## config.mk

```make
export PLATFORM = sky130hd
export DESIGN_NAME = display_frame_ctrl
export DESIGN_NICKNAME = d
export VERILOG_FILES = /design/src/rtl/display_frame_ctrl_pkg.sv /design/src/rtl/display_frame_ctrl_vsync_edge_det.sv /design/src/rtl/display_frame_ctrl.sv
export SDC_FILE = /design/constraint.sdc
export NUM_CORES = 1
export LEC_CHECK = 0
export BUFFER_PORTS_ARGS = -buffer_cell sky130_fd_sc_hd__buf_2
export CORE_UTILIZATION = 38
export DETAILED_ROUTE_END_ITERATION = 8
export GPL_ROUTABILITY_DRIVEN = 1
export PLACE_DENSITY_LB_ADDON = 0.05
export SYNTH_ARGS = -nofsm -noshare
export SYNTH_HDL_FRONTEND = slang
export SYNTH_HIERARCHICAL = 1
export SYNTH_SLANG_ARGS = --single-unit
```

## constraint.sdc

```tcl
create_clock -name clk -period 2.62 [get_ports clk]
set_input_delay 0 -clock clk [delete_from_list [all_inputs] [get_ports clk]]
set_output_delay 0 -clock clk [all_outputs]
set_load 0.02 [all_outputs]
```

## src/rtl/display_frame_ctrl_pkg.sv

```systemverilog
// display_frame_ctrl_pkg: shared game/display widths, state codes and snapshot type for the frame controller.
package display_frame_ctrl_pkg;
  localparam int BOARD_SIZE = 200;
  localparam int BRICK_LEN = 3;
  localparam int BRICK_POS_LEN = 8;
  localparam int STATE_LEN = 2;
  localparam int BLANK_FRAMES_DEFAULT = 2;
  localparam logic [STATE_LEN-1:0] START = 2'd1;
  localparam logic [STATE_LEN-1:0] PLAYING = 2'd2;
  localparam logic [STATE_LEN-1:0] GAME_OVER = 2'd3;
  localparam logic [0:0] S_SHOW = 1'b0;
  localparam logic [0:0] S_BLANK = 1'b1;
  typedef struct packed {
    logic [BOARD_SIZE-1:0] board;
    logic [BRICK_LEN-1:0] brick_type;
    logic [BRICK_POS_LEN-1:0] brick_pos;
    logic [BRICK_POS_LEN-1:0] shadow_pos;
    logic [STATE_LEN-1:0] state;
  } snapshot_t;
  localparam snapshot_t RESET_SNAP = '{board: '0, brick_type: '0, brick_pos: '0, shadow_pos: '0, state: START};
  function automatic logic needs_blank(snapshot_t nxt, logic [STATE_LEN-1:0] cur, int frames);
    return (frames > 0) && (nxt.state != cur);
  endfunction
endpackage

```

## src/rtl/display_frame_ctrl_vsync_edge_det.sv

```systemverilog
// vsync_edge_det: two-flop vsync synchronizer with a registered falling-edge pulse (fe).
module vsync_edge_det (
  input  logic clk,
  input  logic rst,
  input  logic vsync,
  output logic fe
);
  logic [1:0] sync;
  logic prev;
  // Flops reset high (vsync idle level) so leaving reset never fakes a frame edge.
  always_ff @(posedge clk or negedge rst)
    if (!rst) begin
      sync <= 2'b11;
      prev <= 1'b1;
      fe <= 1'b0;
    end else begin
      sync <= {sync[0], vsync};
      prev <= sync[1];
      fe <= prev & ~sync[1];
    end
endmodule

```

## src/rtl/display_frame_ctrl.sv

```systemverilog
// display_frame_ctrl: buffers one game snapshot and commits it at vertical blanking, with state-change blanking and frame timing.
module display_frame_ctrl
  import display_frame_ctrl_pkg::*;
#(
  parameter int BLANK_FRAMES = BLANK_FRAMES_DEFAULT,
  parameter int FRAME_CNT_W = 16
) (
  input  logic clk,
  input  logic rst,
  input  logic vsync,
  input  logic upd_req,
  input  logic [BOARD_SIZE-1:0] upd_board,
  input  logic [BRICK_LEN-1:0] upd_brick_type,
  input  logic [BRICK_POS_LEN-1:0] upd_brick_pos,
  input  logic [BRICK_POS_LEN-1:0] upd_shadow_pos,
  input  logic [STATE_LEN-1:0] upd_state,
  output logic upd_ack,
  output logic [BOARD_SIZE-1:0] disp_board,
  output logic [BRICK_LEN-1:0] disp_brick_type,
  output logic [BRICK_POS_LEN-1:0] disp_brick_pos,
  output logic [BRICK_POS_LEN-1:0] disp_shadow_pos,
  output logic [STATE_LEN-1:0] disp_state,
  output logic blank,
  output logic frame_tick,
  output logic [FRAME_CNT_W-1:0] frame_cnt
);
  localparam int CNT_W = $clog2(BLANK_FRAMES + 2);
  logic fe;
  logic capture;
  logic commit;
  logic pend_full;
  logic [0:0] fsm;
  logic [CNT_W-1:0] blank_cnt;
  snapshot_t snap_in;
  snapshot_t pend;
  snapshot_t disp;

  vsync_edge_det u_edge (.clk(clk), .rst(rst), .vsync(vsync), .fe(fe));

  assign snap_in = {upd_board, upd_brick_type, upd_brick_pos, upd_shadow_pos, upd_state};
  // Capture is held off on the frame edge so a commit and a new capture never collide.
  assign capture = upd_req & ~pend_full & ~fe;
  assign commit = fe & pend_full;

  always_ff @(posedge clk or negedge rst)
    if (!rst) begin
      pend <= '0;
      pend_full <= 1'b0;
      disp <= RESET_SNAP;
      upd_ack <= 1'b0;
      frame_tick <= 1'b0;
      frame_cnt <= '0;
      fsm <= S_SHOW;
      blank_cnt <= '0;
    end else begin
      upd_ack <= capture;
      frame_tick <= fe;
      if (fe) frame_cnt <= frame_cnt + 1'b1;
      if (capture) begin
        pend <= snap_in;
        pend_full <= 1'b1;
      end else if (commit) pend_full <= 1'b0;
      if (commit) disp <= pend;
      if (commit && needs_blank(pend, disp.state, BLANK_FRAMES)) begin
        fsm <= S_BLANK;
        blank_cnt <= CNT_W'(BLANK_FRAMES);
      end else if (fe && fsm == S_BLANK) begin
        blank_cnt <= blank_cnt - 1'b1;
        if (blank_cnt == CNT_W'(1)) fsm <= S_SHOW;
      end
    end

  assign disp_board = disp.board;
  assign disp_brick_type = disp.brick_type;
  assign disp_brick_pos = disp.brick_pos;
  assign disp_shadow_pos = disp.shadow_pos;
  assign disp_state = disp.state;
  assign blank = (fsm == S_BLANK);
endmodule
```

==> results.md, run 1 <==
- Fin cells: 2,371
- Final setup violation count: 0
- Largest net degree at the start of global routing: approximately 110
- Internal: approximately 16 mW
- RSZ-0062 raised after global routing: false
- TritonCTS Buffers: 51
- Syn_area_per_cell: approximately 17 µm²
- LEAKAGE: between 10 and 15 nW
- Most common cell after layout, fill and taps aside: dfrtp_1
- Post_cts resized: 0
- Largest delay share family, worst path: buffers and inverters
- Worst Skew: approximately 0.014 ns
- Seq/Total Area, Yosys: 67.3%
- GRT overflow: 0
- I/O pin total: approximately 470
- Area delta synth->final: 40.2%
- Antenna Nets Post-Route: 0
- Final Hold Vio Count: 0
- Critical path required time: a little over 3 ns
- Height of the chip: approximately 220 µm
- CTS sink cnt: between 400 and 500
- DPL Wire Length: 28,700 µm
- Unique masters post-synth: 24
- Drt via density: between 4 and 5
- Post-synthesis cell count: about 1,000
- Worst R2R Start: u_edge/fe
- Setup Buffers After CTS: 0
- Reg2reg path depth: 4
- Slowest cell on crit path: dfrtp_1
- Routed via count: about 11,000
- Slew Limit Headroom: approximately 57%
- Crit path kind: reg -> reg
- Initial antenna violation count: 2
- Psw: between 7 and 8 mW
- First-pass GRT wire length: ~67,000 µm
- H-Tree Depth: 2
- PwrDens: ~970 nW/µm²
- Final worst path period share: approximately four fifths
- Slowest stage delay, CP: 0.57 ns
- DIE AREA: about 47,000 µm²
- Seq cells post-synth: ~470
- # rows: just under 80
- Clock Latency Late Sink: 0.57 ns
- Total Negative Setup Slacks: 0 ns
- Share of layout cells above drive strength 1: approximately 49%
- Initial Utilization: approximately two fifths
- CP cell instances: nor3b_4 -> buf_12 -> buf_4 -> mux2_1
- Worst vdd ir: 0.000648 V
- Routability congestion estimate: between 0.7 and 0.8
- Dpl cells: 2,053
- Fmax: about 0.48 GHz
- Final hold slack: around 0.09 ns
- Fin crit period: ~2.1 ns
- Bufs and invs on worst path: 2
- Outcome: finished clean
- Sw Share: a little under a third
- Clock buffer depth: 3
- Post-Syn Area: 17,400 µm²
- First DRT Iteration DRCs: 375
- Critical R2R Capture: pend[131]
- Number of buffers added on ports: 464
- Hold_buf cts: between 200 and 250
- Detailed Routing Iterations Pass 1: 4
- CTS tree: done
- Final Net Count: slightly below 2,000
- Synth warn: 6
- Combinational cell fraction of total power: approximately a quarter
- Clk pwr share: a little under 30%
- Worst-margin pin slew: between 0.6 and 0.7 ns
- Die X-Extent: about 220 µm
- Post-layout total power: 23.6 mW
- Clk root buf: clkbuf_16
- Hold Path Class: in -> async
- Slew Viols, Final: 0
- Net Count, Synth: roughly 1,200
- Fill cells: approximately 3,900
- Routed WL per cell: 17.9 µm
- Worst setup SP type: register
- Total GRT Usage: a little under a fifth
- Vias in the first global route: 11,700
- CP Capture Type: register
- Total wire length: 42,400 µm
- DR DRC count: 0
- Flop2flop setup slack: between 0.5 and 0.6 ns
- Maxcap violations: 0
- Worst EP arrival: ~2.5 ns
- Most frequent cells in the layout: dfrtp_1, buf_2, mux2_2
- Core area: 45,300 µm²
- Flop pwr share: ~44%
- Clock transition at path regs: roughly 0.060 ns
- Critical path peak fanout: 42
==> registers in the layout (all words and copies together) (netlist names) <==
signal / cells
pend: 221
disp_board: 200
frame_cnt: 16
disp_brick_pos: 8
disp_shadow_pos: 8
disp_brick_type: 3
blank_cnt: 2
disp_state: 2
u_edge/sync: 2
blank: 1
frame_tick: 1
pend_full: 1
u_edge/fe: 1
u_edge/prev: 1
upd_ack: 1
==> cell usage after synthesis <==
cell	n	area, µm²
a211o_1	1	8.76
a21o_1	1	7.51
a21oi_1	1	5.00
and3_1	2	12.5
buf_2	29	145
buf_4	19	143
clkbuf_1	1	3.75
dfrtp_1	464	11600
dfstp_2	4	105
ha_1	2	25.0
inv_1	3	11.3
mux2_1	149	1680
mux2_2	294	3310
nand2_1	9	33.8
nand3_1	1	5.00
nand4_1	5	31.3
nand4_2	1	12.5
nor2_1	5	18.8
nor2b_4	1	13.8
nor3_1	3	15.0
nor3b_2	1	12.5
nor4_1	5	31.3
xnor2_1	8	70.1
xor2_1	10	87.6
==> power groups by stage <==
stage          registers, mW  clock network (mW)  logic [mW]
2_1_floorplan           12.1                   0        2.03
3_3_place_gp            10.5                   0        6.06
3_5_place_dp            10.6                   0        6.14
4_1_cts                 10.4                7.08        6.44
5_1_grt                 10.7                7.36        6.77
6_report                10.4                6.86        6.31
==> through the flow <==
step	instance area, µm²	worst slack, ns	utilization (%)
floorplan	17400	1.10	-
global placement	20500	0.556	45.3
detailed placement	20500	0.524	45.3
CTS	24400	0.522	53.9
global route	24400	0.445	53.9
finish	24400	0.536	53.9
==> kinds of logic (layout without fill, tap and decap cells) <==
| family | after synthesis | in the layout | share of synthesized area, % |
|---|---|---|---|
| buf+inv | 52 | 802 | 1.74 |
| other cells | 0 | 2 | 0 |
| xor+xnor | 18 | 18 | 0.906 |
| fa+ha+maj | 2 | 2 | 0.144 |
| compound gates | 3 | 3 | 0.122 |
| mux | 443 | 443 | 28.7 |
| flops | 468 | 468 | 67.3 |
| simple gates | 33 | 33 | 1.07 |
==> routing by layer <==
metal	global-route usage, %	share of wire, %	vias to the layer above
met5	0	0	-
met4	5.99	2.3	0
met3	5.84	7.5	63
met2	29.6	47	300
met1	23.6	43	5436
li1	-	-	5018
==> layout make-up <==
class	instances	area [µm²]	area share, %
multi-input cells	499	5390	22.1
well taps	600	751	3.08
inverters	3	11.3	0.0462
clock inverters	6	30.0	0.123
diodes	2	5.00	0.0205
clock buffers	85	1590	6.50
repair buffers	708	4900	20.1
flip-flops and latches	468	11700	48.0
==> how the worst max path moves through the flow <==
stage	from	endpoint	slack (ns)	depth (start not counted)
3_3_place_gp	u_edge/fe	pend[27]	0.56	4
4_1_cts	u_edge/fe	pend[29]	0.52	4
5_1_grt	u_edge/fe	pend[29]	0.45	4
3_5_place_dp	u_edge/fe	pend[27]	0.52	4
6_report	u_edge/fe	pend[131]	0.54	4
2_1_floorplan	pend_full	pend[149]	1.10	4
==> worst min-delay path, cell delays in order <==
cell           delay, ns
dlygate4sd3_1       0.57
buf_8               0.20
buf_12              0.26
(Power assumes the default switching activity.)
==> run 2, diff against run 1 <==
==> constraint.sdc (replaced) <==
create_clock -name clk -period 1.7 [get_ports clk]
set_input_delay 0 -clock clk [delete_from_list [all_inputs] [get_ports clk]]
set_output_delay 0 -clock clk [all_outputs]
set_load 0.02 [all_outputs]
==> run 2 against run 1 <==
  * Global-route usage increased by 0.42 points
  * Sequential power increased by 55%
  * Power increased by 56%
  * Sequential cell count unchanged
  * Clock skew about the same
  * Largest power group unchanged
==> results.md, run 2 (synthesis results as in run 1) <==
- Outcome: finished clean
- Final worst path period share: 98.3% (+19 points)
- DR DRC count: 0 (unchanged)
- Final Hold Vio Count: 0 (unchanged)
- DP Worst Slack: 0.0420 ns (-0.482 ns)
- Critical path required time: 2.16 ns (-0.92 ns)
- Slew Viols, Final: 0 (unchanged)
- RSZ-0062 raised after global routing: true
- Final hold slack: 0.102 ns (+0.0115 ns)
- Routed WL per cell: 18.2 µm (+1.7%)
- Clk root buf: clkbuf_16
- Fmax: 0.598 GHz (+25%)
- Routed via count: 11,200 (+3.1%)
- CP Capture Type: register
- GRT overflow: 0 (unchanged)
- Sw Share: 31.0% (+0.074 points)
- Height of the chip: 216 µm (unchanged)
- CTS tree: done
- Total wire length: 43,800 µm (+3.3%)
- Vias in the first global route: 12,000 (+2.8%)
- Initial antenna violation count: 1 (-1)
- Psw: 11.4 mW (+56%)
- Worst Skew: 0.0140 ns (+0.000346 ns)
- Detailed Routing Iterations Pass 1: 4 (unchanged)
- CTS sink cnt: 468 (unchanged)
- Post-layout total power: 36.8 mW (+56%)
- Hold Path Class: in -> reg
- Worst setup SP type: register
- Fin crit period: 1.67 ns (-0.412 ns)
- Finished Cell Area: 24,900 µm² (+2.2%)
- Number of buffers added on ports: 464 (unchanged)
- Largest register by flop count: pend
- DIE AREA: 46,600 µm² (unchanged)
- Slew Limit Headroom: 69.1% (+12 points)
- Initial Utilization: 38.4% (unchanged)
- Fill cells: 3,874 (-0.18%)
- Total GRT Usage: 18.9% (+0.42 points)
- Combinational cell fraction of total power: 26.9% (+0.2 points)
- Crit path kind: reg -> reg
- Area delta synth->final: 43.2%
- Share of layout cells above drive strength 1: 50.0% (+1.5 points)
- First DRT Iteration DRCs: 399 (+6.4%)
- LEAKAGE: 11.6 nW (+2.6%)
- Clock buffer depth: 3 (unchanged)
- Clock Latency Late Sink: 0.58 ns (about the same)
- Worst EP arrival: 2.13 ns (-0.41 ns)
- Internal: 25.4 mW (+56%)
- Clock transition at path regs: 0.06 ns (about the same)
- Critical path peak fanout: 20 (-52%)
- Largest net degree at the start of global routing: 89 (-22%)
- Flop pwr share: 43.7% (-0.5 points)
- Worst-margin pin slew: 0.459 ns (-0.188 ns)
- DPL Wire Length: 30,200 µm (+5.5%)
- Maxcap violations: 0 (unchanged)
- H-Tree Depth: 2 (unchanged)
- Final setup violation count: 0 (unchanged)
- Largest register FFs: 221 (unchanged)
- Most common cell after layout, fill and taps aside: dfrtp_1
- # rows: 78 (unchanged)
- Clk pwr share: 29.4% (+0.3 points)
- Antenna Nets Post-Route: 0 (unchanged)
- Worst vdd ir: 0.000928 V (+43%)
- Routability congestion estimate: 0.766 (+1.3%)
- Fin worst setup slack: 0.0283 ns (-0.508 ns)
- Placed Area: 20,900 µm² (+2.1%)
- TritonCTS Buffers: 51 (unchanged)
- I/O pin total: 465 (unchanged)
- Drt via density: 4.63 (+1.5%)
- Final Net Count: 1,999 (+2.1%)
- Die X-Extent: 216 µm (unchanged)
- PwrDens: 1480 nW/µm² (+53%)
- Most frequent cells in the layout: dfrtp_1, buf_2, mux2_2
- First-pass GRT wire length: 68,700 µm (+2.5%)
- Core area: 45,300 µm² (unchanged)
==> run 2: changes by cell type in the layout (fill, tap and decap cells not counted) <==
cell,previous run,this run
clkbuf_1,18,11
buf_6,0,3
buf_4,6,30
clkinv_2,6,10
bufinv_16,0,2
clkbuf_8,14,12
buf_12,14,26
diode_2,2,1
clkbuf_16,53,55
==> run 2: path summary, 6_finish.rpt <==
kind	slack (ns)	depth (start not counted)	end	from
worst max register to register	0.03	5	pend[18]	u_edge/fe
worst min-delay path	0.10	2	u_edge/sync[0]	vsync
max in group asynchronous	1.03	4	pend[18]	rst
worst min register to register	0.36	0	u_edge/sync[1]	u_edge/sync[0]
min in group asynchronous	0.11	3	disp_board[100]	rst
worst max-delay path	0.03	5	pend[18]	u_edge/fe
==> run 2: what timing repair did <==
| action | 4_1_cts | 5_1_grt |
|---|---|---|
| setup buffers | 0 | 2 |
| endpoints found under the setup margin | 0 | 68 |
| gates resized for setup | 0 | 3 |
| hold buffers | 225 | 0 |
| hold endpoints to repair | 689 | 0 |
==> run 2: power by group through the flow <==
stage / Clock, mW / Combinational [mW] / Sequential [mW]
floorplan: 0 / 3.13 / 18.6
global placement: 0 / 9.45 / 16.2
detailed placement: 0 / 9.57 / 16.3
CTS: 11.2 / 10.0 / 16.1
global route: 11.6 / 10.6 / 16.6
finish: 10.8 / 9.88 / 16.1
==> run 2: layout make-up <==
class	count	area [µm²]	share of cell area (%)
tap	600	751	3.01
timing repair buffer	749	5400	21.7
inverter	3	11.3	0.0452
antenna	1	2.50	0.0100
clock buffer	76	1530	6.15
sequential	468	11700	47.0
clock inverter	12	110	0.442
multi-input combinational	499	5390	21.6
==> run 2: through the flow <==
stage	setup TNS [ns]	std cells	util (%)
global placement	0	2090	46.2
floorplan	0	1019	-
finish	0	2408	55.0
detailed placement	0	2090	46.2
CTS	0	2403	54.9
global route	-2.43	2408	55.0
==> run 2: layer usage <==
layer  global-route usage (%)  wire length [µm]  vias to the layer above
met1                     23.7             18600                     5671
met3                     6.12              3060                       75
met4                     6.20              1200                        0
met2                     30.7             21000                      303
li1                         -                 -                     5106
met5                        0                 0                        -
==> run 2: critical path, cell delays in order, from the launching register on <==
cell and delay [ns]:
dfrtp_1 0.42, nor3b_4 0.27, buf_4 0.17, clkbuf_16 0.16, buf_12 0.17, mux2_2 0.35
